===== config.mk =====
export PLATFORM = sky130hd
export DESIGN_NAME = apb_packet_master
export DESIGN_NICKNAME = d
export VERILOG_FILES = /design/src/rtl/apb_packet_master.sv
export SDC_FILE = /design/constraint.sdc
export NUM_CORES = 1
export LEC_CHECK = 0
export CAP_MARGIN = 20
export CORE_ASPECT_RATIO = 1.25
export CORE_UTILIZATION = 40
export CTS_CLUSTER_DIAMETER = 200
export DETAILED_ROUTE_END_ITERATION = 10
export PLACE_DENSITY_LB_ADDON = 0.3
export SLEW_MARGIN = 20
export SYNTH_ARGS = -nofsm -noshare
export SYNTH_HDL_FRONTEND = slang
export SYNTH_SLANG_ARGS = --single-unit

===== constraint.sdc =====
create_clock -name clk_i -period 2.99 [get_ports clk_i]
set_input_delay 0.4485 -clock clk_i [delete_from_list [all_inputs] [get_ports clk_i]]
set_output_delay 0.4485 -clock clk_i [all_outputs]
set_load 0.1 [all_outputs]

===== src/rtl/apb_packet_master.sv =====
// APB write master: sends a token-id write (0x20) then N payload word writes (0x24) per packet.
// Optional pready timeout with err_o is enabled by defining APB_PACKET_MASTER_TIMEOUT_EN.
module apb_packet_master #(
    parameter int unsigned BUS_AW            = 6,
    parameter int unsigned BUS_DW            = 32,
    parameter int unsigned MAX_CHANNEL_NUM   = 128,
    parameter int unsigned TOKEN_TABLE_ENTRY = 32,
    parameter int unsigned TIMEOUT_CYCLES    = 1024
) (
    input  logic                                 clk_i,
    input  logic                                 rst_i,
    input  logic                                 pkt_valid_i,
    output logic                                 pkt_ready_o,
    input  logic [$clog2(TOKEN_TABLE_ENTRY)-1:0] pkt_token_id_i,
    input  logic [$clog2(MAX_CHANNEL_NUM)-1:0]   pkt_channel_num_i,
    input  logic                                 word_valid_i,
    input  logic [BUS_DW-1:0]                    word_data_i,
    output logic                                 word_ready_o,
    output logic [BUS_AW-1:0]                    m_paddr_o,
    output logic                                 m_pwrite_o,
    output logic                                 m_psel_o,
    output logic                                 m_penable_o,
    output logic [BUS_DW-1:0]                    m_pwdata_o,
    input  logic                                 m_pready_i,
    input  logic [BUS_DW-1:0]                    m_prdata_i,
`ifdef APB_PACKET_MASTER_TIMEOUT_EN
    output logic                                 err_o,
`endif
    output logic                                 busy_o,
    output logic                                 done_o
);

    localparam int unsigned CntW = $clog2(MAX_CHANNEL_NUM);
    localparam logic [BUS_AW-1:0] TokAddr  = BUS_AW'(6'h20);
    localparam logic [BUS_AW-1:0] WordAddr = BUS_AW'(6'h24);

    typedef enum logic [2:0] {
        StIdle,
        StTokSetup,
        StTokAccess,
        StWordWait,
        StWordSetup,
        StWordAccess,
        StDone
    } state_e;

    state_e              state_q, state_d;
    logic [CntW-1:0]     cnt_q, cnt_d;
    logic [CntW-1:0]     chan_q, chan_d;
    logic [BUS_AW-1:0]   paddr_q, paddr_d;
    logic [BUS_DW-1:0]   pwdata_q, pwdata_d;
    logic                timeout_hit;
    logic                err_d;

    // Read data is never consumed: the master only issues writes.
    logic unused_prdata;
    assign unused_prdata = ^m_prdata_i;

`ifdef APB_PACKET_MASTER_TIMEOUT_EN
    localparam int unsigned ToW = (TIMEOUT_CYCLES > 1) ? $clog2(TIMEOUT_CYCLES) : 1;

    logic [ToW-1:0] to_cnt_q, to_cnt_d;
    logic           err_q;
    logic           in_access;

    assign in_access   = (state_q == StTokAccess) || (state_q == StWordAccess);
    // Counts stalled ACCESS cycles; the TIMEOUT_CYCLES-th stalled cycle aborts the packet.
    assign timeout_hit = in_access && !m_pready_i && (to_cnt_q == ToW'(TIMEOUT_CYCLES - 1));

    always_comb begin
        to_cnt_d = '0;
        if (in_access && !m_pready_i) begin
            to_cnt_d = to_cnt_q + ToW'(1);
        end
    end

    always_ff @(posedge clk_i) begin
        if (rst_i) begin
            to_cnt_q <= '0;
            err_q    <= 1'b0;
        end else begin
            to_cnt_q <= to_cnt_d;
            err_q    <= err_d;
        end
    end

    assign err_o = err_q;
`else
    logic unused_timeout;
    assign timeout_hit    = 1'b0;
    assign unused_timeout = (TIMEOUT_CYCLES != 0) ^ err_d;
`endif

    always_ff @(posedge clk_i) begin
        if (rst_i) begin
            state_q  <= StIdle;
            cnt_q    <= '0;
            chan_q   <= '0;
            paddr_q  <= '0;
            pwdata_q <= '0;
        end else begin
            state_q  <= state_d;
            cnt_q    <= cnt_d;
            chan_q   <= chan_d;
            paddr_q  <= paddr_d;
            pwdata_q <= pwdata_d;
        end
    end

    always_comb begin
        state_d  = state_q;
        cnt_d    = cnt_q;
        chan_d   = chan_q;
        paddr_d  = paddr_q;
        pwdata_d = pwdata_q;
        err_d    = 1'b0;
        unique case (state_q)
            StIdle: begin
                if (pkt_valid_i) begin
                    chan_d   = pkt_channel_num_i;
                    paddr_d  = TokAddr;
                    pwdata_d = BUS_DW'(pkt_token_id_i);
                    state_d  = StTokSetup;
                end
            end
            StTokSetup: state_d = StTokAccess;
            StTokAccess: begin
                if (m_pready_i) begin
                    cnt_d   = chan_q;
                    state_d = StWordWait;
                end else if (timeout_hit) begin
                    err_d   = 1'b1;
                    state_d = StIdle;
                end
            end
            StWordWait: begin
                if (word_valid_i) begin
                    paddr_d  = WordAddr;
                    pwdata_d = word_data_i;
                    state_d  = StWordSetup;
                end
            end
            StWordSetup: state_d = StWordAccess;
            StWordAccess: begin
                if (m_pready_i) begin
                    if (cnt_q == '0) begin
                        state_d = StDone;
                    end else begin
                        cnt_d   = cnt_q - CntW'(1);
                        state_d = StWordWait;
                    end
                end else if (timeout_hit) begin
                    err_d   = 1'b1;
                    state_d = StIdle;
                end
            end
            StDone: state_d = StIdle;
            default: state_d = StIdle;
        endcase
    end

    always_comb begin
        m_psel_o    = 1'b0;
        m_penable_o = 1'b0;
        unique case (state_q)
            StTokSetup, StWordSetup: m_psel_o = 1'b1;
            StTokAccess, StWordAccess: begin
                m_psel_o    = 1'b1;
                m_penable_o = 1'b1;
            end
            default: ;
        endcase
    end

    assign m_pwrite_o   = m_psel_o;
    assign m_paddr_o    = paddr_q;
    assign m_pwdata_o   = pwdata_q;
    assign pkt_ready_o  = (state_q == StIdle);
    assign word_ready_o = (state_q == StWordWait);
    assign busy_o       = (state_q != StIdle);
    assign done_o       = (state_q == StDone);

endmodule

# After elaboration in Yosys (flattened, before gate mapping)
# Cells that the tools add are included.
dict set report classes {
  div 0
  muxes 18
  n_lt_le_gt_ge 0
  add_sub_neg 1
  n_reduce_logical 11
  n_shift 0
  bitwise 0
  eq_ne 11
  mul 0
}
# cell n
set op_table {}
lappend op_table {{32-bit 2-to-1 mux} 2}
lappend op_table {{32-bit case mux with 2 select lines} 1}
lappend op_table {{7-bit 2-to-1 mux} 3}
lappend op_table {{3-bit case mux with 6 select lines} 1}
lappend op_table {{3-bit 2-to-1 mux} 5}
lappend op_table {{7-bit case mux with 2 select lines} 1}
lappend op_table {{6-bit 2-to-1 mux} 2}
lappend op_table {{6-bit case mux with 2 select lines} 1}
lappend op_table {{2-bit inequality test, second input constant} 5}
lappend op_table {{3-bit == test, second input constant} 3}
lappend op_table {{4-bit AND reduction} 2}
lappend op_table {{7-bit zero test} 1}
lappend op_table {{7-bit by 1-bit subtractor with 7-bit output, second input constant} 1}
lappend op_table {{3-bit by 2-bit == test with 1-bit output, second input constant} 2}
lappend op_table {{2-bit nonzero test} 2}
lappend op_table {{4-bit OR reduction} 1}
lappend op_table {{3-bit by 1-bit == test with 1-bit output, second input constant} 1}
lappend op_table {{3-bit zero test} 1}
lappend op_table {{3-bit AND reduction} 1}
lappend op_table {{3-bit nonzero test} 1}
lappend op_table {{1-bit 2-to-1 mux} 2}
lappend op_table {{2-bit AND reduction} 1}
lappend op_table {{2-bit OR reduction} 1}
dict set report word_totals {
  elab_cells 46
  reg_bits 55
  in_bits 81
  latchBits 0
  rom_bits 0
  mem_bits_rw 0
  n_memories 0
  output_inout_bits 45
}

# Depth between registers and ports, before layout
# Gate-level depths: netlist (run 1).
dict set report depth {
  ltp_word 4
  depth_mapped 7
  mapped_depth_nobuf 6
}

# Least setup slack after synthesis (run 1)
# OpenSTA, ideal clock, no wires.
dict set report synth_timing {
  path_type {register -> output}
  from {register state_q[2]}
  to {output m_pwrite_o}
  path_slack_ns -2.108
  n_path_buf 2
  t_arrival_ns 4.649
  required_time_ns 2.542
  stages_incl_launch_ff 5
  cell_sequence {dfxtp_1 > buf_4 > nor3_1 > nor2_1 > buf_4}
}
dict set report synth_via {
  elab_chain_len 3
  word_cells_on_any_way 6
  classes_between {eq/ne (4); mux (1); reduce/logical (1)}
}
# element line
set synth_lines {}
lappend synth_lines {{from (decl)} 47} ;# state_e state_q, state_d;
lappend synth_lines {{from (signal assigned)} 96} ;# state_q <= StIdle;
lappend synth_lines {{from (signal assigned)} 102} ;# state_q <= state_d;
lappend synth_lines {{3-bit by 2-bit == test with 1-bit output (tied with other cells)} 165} ;# unique case (state_q)
lappend synth_lines {{4-bit OR reduction (no line) *} -}
lappend synth_lines {{1-bit 2-to-1 mux *} 165}
lappend synth_lines {{to (decl)} 20} ;# output logic m_pwrite_o,
# Mark *: on every way between the ends. The rest lies on a longest branch, timed or not.

# Worst setup path in the final report (run 1)
dict set report layout_timing {
  from {register state_q[1]}
  to {output m_penable_o}
}
dict set report layout_via {
  elab_chain_len 3
  word_cells_on_any_way 4
  classes_between {eq/ne (2); mux (1); reduce/logical (1)}
}
# element line
set layout_lines {}
lappend layout_lines {{3-bit by 2-bit == test with 1-bit output or 3-bit == test (tied branches)} 165}
lappend layout_lines {{2-bit OR reduction *} -}
lappend layout_lines {{1-bit 2-to-1 mux *} 165}
lappend layout_lines {{to (decl)} 22} ;# output logic m_penable_o,
# Marked as above.

==> results of run 1 <==
[worst min-delay path by stage]
stage,startpoint,end,slack [ns],cells past startpoint
2_1_floorplan,chan_q[0],chan_q[0],0.43,2
3_3_place_gp,chan_q[1],chan_q[1],0.44,2
3_5_place_dp,chan_q[5],chan_q[5],0.45,2
4_1_cts,chan_q[5],chan_q[5],0.47,2
5_1_grt,chan_q[6],chan_q[6],0.49,2
6_report,chan_q[5],chan_q[5],0.47,2
[layout by cell type (no fill, tap or decap), drive strengths merged, types with 3 or more instances in the layout]
master	netlist	final
o21ai	4	4
inv	7	7
clkdlybuf4s50	0	47
nand2	26	26
nor2	42	42
clkbuf	12	5
o21a	3	3
dfxtp	51	51
buf	14	48
conb	1	4
nor3b	3	3
a22oi	29	29
nor3	4	4
a311oi	5	5
nand3	10	10
a21oi	21	21
o32ai	4	4
nand2b	6	6
[state kept, by name, indices dropped and copies added, names as in the netlist]
register	cells
chan_q	7
cnt_q	7
m_paddr_o	2
m_pwdata_o	32
state_q	3
[stage by stage]
step / hold slack [ns] / utilization
2_1_floorplan: 0.433 / -
3_3_place_gp: 0.444 / 0.566
3_5_place_dp: 0.450 / 0.566
4_1_cts: 0.466 / 0.591
5_1_grt: 0.494 / 0.592
6_report: 0.466 / 0.592
[cells by family after synthesis]
family,Yosys count,synth area share
compound gates,74,0.227
flops,51,0.455
fa+ha+maj,2,0.0111
buf+inv,33,0.0769
simple gates,103,0.224
mux,1,0.00446
other cells,1,0.00167
[power groups by stage]
stage	Clock (mW)	Sequential (mW)	Combinational [mW]
after floorplan	0	0.844	0.290
after global placement	0	0.749	0.520
after detailed placement	0	0.750	0.525
after CTS	0.583	0.734	0.526
after global routing	0.618	0.740	0.550
final	0.568	0.734	0.523
[metal layers]
metal	track usage	part of all wire
met2	0.355	0.51
met3	0.0529	0.054
met5	0	0
met4	0.0742	0.012
met1	0.225	0.43
[final cells by class]
type	instances	area [µm²]	area share
multi-input cells	184	1080	0.338
flip-flops and latches	51	1020	0.319
repair buffers	95	853	0.267
well taps	64	80.1	0.0250
clock buffers	5	68.8	0.0215
clock inverters	3	67.6	0.0211
inverters	7	26.3	0.00821
[worst max-delay path, cell delays in order (launching register included)]
cell,delay (ns)
dfxtp_1,0.66
nor2b_1,0.23
buf_4,0.18
nand2_1,0.07
nand2_1,0.11
buf_12,0.18
==> results.py, run 1 <==
metrics = {
    "synthesis": {
        "synth_flop_cell": "dfxtp_1",
        "yosysWarnings": 0,
        "yosys-top-cells-count": "dfxtp_1, nor2_1, a22oi_1, nand2_1, a21oi_1",
        "synthMostInstantiatedCell": "dfxtp_1",
        "ys_seq_elements": 51,
        "async_reset_ff_frac": 0,
        "syn-cell-area_um2": 2250,
        "synth.area.top_cells": "dfxtp_1, a22oi_1, nor2_1, a21oi_1, nand2_1",
        "yosys.area.top_type_share": 0.455,
        "syn_avg_cell_area_um2": 8.48,
        "synth-edff-count": 0,
        "yosys.area.top_type": "dfxtp_1",
        "synth.distinct_cells": 42,
        "synth_cells": 265,
        "seq_area_frac_synth": 0.455,
    },
    "routing": {
        "drt-initial-drc-count": 171,
        "ant_nets": 0,
        "drt-vias-per-instance": 5.32,
        "wl_per_cell_um": 13.7,
        "drc": 0,
        "wl_mm": 5.62,
        "dr.pass1.iters": 5,
        "vias": 2175,
    },
    "placed_design": {
        "hpwl_mm": 3.93,
        "gp_congestion": 0.841,
        "place_ws_ns": 0.488,
        "portBuffers": 89,
        "placed_area_um2": 3060,
        "dp_cells": 401,
    },
    "sta": {
        "period_minus_slack_ns": 2.18,
        "rsz0062_at_grt": "no",
        "final_hold_viol_count": 0,
        "tightest_slew_ns": 0.629,
        "timing.final.ws_setup_ns": 0.807,
        "clock_skew_ns": 0.00448,
        "min_period_over_period": 0.730,
        "slew_viol_final": 0,
        "timing.fmax_mhz": 458,
        "setup_tns_ns": 0,
        "slew_headroom": 0.580,
        "finalSetupViolations": 0,
    },
    "pwr": {
        "swShare": 0.344,
        "peakVddDrop_mv": 0.354,
        "comb_power_share": 0.287,
        "clkPwrFrac": 0.311,
        "switchingPower_uw": 627,
        "sequentialPowerShare": 0.402,
        "p_total_mw": 1.82,
        "internal_power_mw": 1.20,
        "p_leak_nw": 1.27,
        "powerDensity_nw_per_um2": 570,
    },
    "global_routing": {
        "gr-total-overflow": 0,
        "track_usage": 0.198,
        "grt_pass1_vias": 2116,
        "grt_start_max_net_pins": 37,
        "grt_pass1_wl_mm": 9.57,
        "antenna_found_initial": 0,
    },
    "floorplan": {
        "die_area_um2": 5920,
        "die_y_um": 85.8,
        "rows": 30,
        "ios": 126,
        "core_um2": 5410,
        "start_util": 0.416,
        "die_w_um": 69.0,
    },
    "setup_path": {
        "r2r_start": "state_q[1]",
        "crit_path_max_fanout": 15,
        "end_kind": "primary output",
        "crit_start": "state_q[1]",
        "path_class": "reg2out",
        "reg2reg_slack_ns": 0.83,
        "ff2ff_path_depth": 5,
        "r2r-end": "m_pwdata_o[0]",
        "required_ns": 2.54,
        "cp.arrival_ns": 1.73,
        "critPathCapture": "m_penable_o",
        "startpoint_type": "flip-flop",
    },
    "clock_network": {
        "cts.sinks": 51,
        "ctsHtreeMaxLevel": 2,
        "cts_buffers": 5,
        "clockBufferDepth": 2,
        "insertion_delay_ns": 0.30,
        "cts_setup_buffers": 0,
        "cts_hold_repair.buffers": 0,
        "cts_tree": "built",
        "cts.clk_slew.worst_paths_ns": 0.09,
        "cts-resized-gates": 0,
        "root_buffer": "clkbuf_8",
    },
    "final_layout": {
        "final_layout_size_suffix_gt1_frac": 0.180,
        "final_area_um2": 3200,
        "final_cells": 409,
        "fin_nets": 427,
        "n_antenna_cell": 0,
        "area_growth_pct": 42.5,
        "fill_cells": 514,
    },
    "status": {
        "outcome": "finished, final reports clean",
    },
    "hold_path": {
        "hold_class": "reg2reg",
    },
    "run": {
        "maxCapViolCount": 0,
    },
}
Note: power is estimated with default switching activity, not from simulation.
==> run 2, diff against run 1 <==
--- a/config.mk
+++ b/config.mk
@@ -7,7 +7,7 @@
 export LEC_CHECK = 0
 export CAP_MARGIN = 20
 export CORE_ASPECT_RATIO = 1.25
-export CORE_UTILIZATION = 40
+export CORE_UTILIZATION = 35
 export CTS_CLUSTER_DIAMETER = 200
 export DETAILED_ROUTE_END_ITERATION = 10
 export PLACE_DENSITY_LB_ADDON = 0.3
==> constraint.sdc (replaced) <==
create_clock -name clk_i -period 1.91 [get_ports clk_i]
set_input_delay 0.2865 -clock clk_i [delete_from_list [all_inputs] [get_ports clk_i]]
set_output_delay 0.2865 -clock clk_i [all_outputs]
set_load 0.1 [all_outputs]
==> run 2 against run 1 <==
Compared with the run above:
- critical path depth stayed put
- global-route usage is 2.4 points lower
- register-to-register slack worse by 0.70 ns
- die area is 14% higher
- worst hold slack worse by 0.036 ns
- combinational power is 75% higher
- clock power is 55% higher
- core utilization is 3.9 points lower
- sequential cell count stayed put
- non-clock buffer count is 15 higher
==> results.py, run 2 (synthesis results as in run 1) <==
metrics = {
    "floorplan": {
        "rows": 32,
        "die_w_um": 73.7,
        "ios": 126,
        "start_util": 0.364,
        "core_um2": 6170,
        "die_y_um": 91.6,
        "die_area_um2": 6740,
    },
    "pwr": {
        "powerDensity_nw_per_um2": 861,
        "p_leak_nw": 1.36,
        "p_total_mw": 2.94,
        "peakVddDrop_mv": 0.369,
        "internal_power_mw": 1.95,
        "swShare": 0.338,
        "switchingPower_uw": 991,
        "comb_power_share": 0.312,
        "sequentialPowerShare": 0.388,
        "clkPwrFrac": 0.300,
    },
    "setup_path": {
        "cp.arrival_ns": 1.55,
        "end_kind": "primary output",
        "critPathMaxStageDelay_ns": 0.39,
        "crit_path_max_fanout": 12,
        "critPathMostFrequentCell": "buf_4",
        "required_ns": 1.62,
        "startpoint_type": "flip-flop",
        "crit_path_cell_trace": "buf_4 -> nand3b_2 -> buf_4 -> nand2_1 -> buf_12",
        "cp_slowest_cell": "dfxtp_4",
        "path_class": "reg2out",
    },
    "placed_design": {
        "portBuffers": 89,
        "placed_area_um2": 3270,
        "hpwl_mm": 4.12,
        "dp_cells": 437,
        "place_ws_ns": -0.303,
        "gp_congestion": 0.897,
    },
    "hold_path": {
        "hold_class": "in2reg",
    },
    "global_routing": {
        "track_usage": 0.174,
        "gr-total-overflow": 0,
        "antenna_found_initial": 0,
        "grt_pass1_vias": 2062,
        "grt_pass1_wl_mm": 9.32,
        "grt_start_max_net_pins": 30,
    },
    "final_layout": {
        "final_layout_size_suffix_gt1_frac": 0.219,
        "largest_reg_flops": 32,
        "fill_cells": 586,
        "final_cells": 445,
        "area_growth_pct": 51.9,
        "n_antenna_cell": 0,
        "utilization": 0.553,
        "final_cell_mix": "buf_4, dfxtp_1, clkdlybuf4s50_1, nor2_1, a22oi_1",
        "fin_nets": 442,
        "final_area_um2": 3410,
        "final_common_cell": "buf_4",
    },
    "clock_network": {
        "ctsHtreeMaxLevel": 2,
        "cts.sinks": 51,
        "clockBufferDepth": 2,
        "cts_tree": "built",
        "root_buffer": "clkbuf_8",
        "insertion_delay_ns": 0.30,
        "cts_buffers": 5,
        "cts_setup_buffers": 0,
        "cts.clk_slew.worst_paths_ns": 0.09,
    },
    "status": {
        "outcome": "finished, final reports clean",
    },
    "routing": {
        "wl_mm": 5.70,
        "drt-initial-drc-count": 125,
        "drc": 0,
        "ant_nets": 0,
        "vias": 2236,
        "wl_per_cell_um": 12.8,
        "dr.pass1.iters": 4,
        "drt-vias-per-instance": 5.02,
    },
    "run": {
        "maxCapViolCount": 0,
    },
    "sta": {
        "clock_skew_ns": 0.00380,
        "tightest_slew_ns": 0.620,
        "timing.fmax_mhz": 543,
        "timing.final.ws_setup_ns": 0.0692,
        "slew_viol_final": 0,
        "setup_tns_ns": 0,
        "slew_headroom": 0.586,
        "rsz0062_at_grt": "no",
        "final_hold_viol_count": 0,
        "period_minus_slack_ns": 1.84,
        "finalSetupViolations": 0,
        "hold_ws_ns": 0.430,
        "min_period_over_period": 0.964,
    },
}
## run 2: final cells by class
| cell class | count | area [µm²] | share of cell area |
|---|---|---|---|
| Clock inverter | 3 | 67.6 | 0.0198 |
| Inverter | 7 | 26.3 | 0.00770 |
| Timing Repair Buffer | 110 | 1030 | 0.302 |
| Clock buffer | 5 | 68.8 | 0.0202 |
| Tap cell | 85 | 106 | 0.0312 |
| Sequential cell | 51 | 1030 | 0.301 |
| Multi-Input combinational cell | 184 | 1090 | 0.319 |
## run 2: metal layers
metal,GRT usage,share of wire
met5,0,0
met4,0.0657,0.015
met3,0.0411,0.056
met2,0.288,0.49
met1,0.215,0.43
## run 2: power by group through the flow
stage | Combinational (mW) | Sequential [mW] | Clock, mW
finish | 0.916 | 1.14 | 0.880
global placement | 0.911 | 1.16 | 0
floorplan | 0.461 | 1.32 | 0
global route | 0.967 | 1.15 | 0.948
detailed placement | 0.917 | 1.17 | 0
CTS | 0.920 | 1.14 | 0.912
## run 2: repair_timing
action,in CTS,in global routing
gates cloned,0,0
setup endpoints to repair,3,1
resized for setup,1,1
hold buffers,0,0
## run 2: critical path: cells and delay by family (launching register included)
| family | cells | cell delay (ns) |
|---|---|---|
| buffers and inverters | 3 | 0.54 |
| and+or+nand+nor | 2 | 0.33 |
| DFF | 1 | 0.39 |
## run 2: path summary, 6_finish.rpt
check	depth (start not counted)	slack, ns	endpoint	startpoint
setup reg to reg	6	0.13	cnt_q[2]	cnt_q[1]
setup / recovery	5	0.07	m_penable_o	state_q[1]
hold reg to reg	2	0.46	chan_q[0]	chan_q[0]
hold / removal	2	0.43	m_paddr_o[2]	rst_i
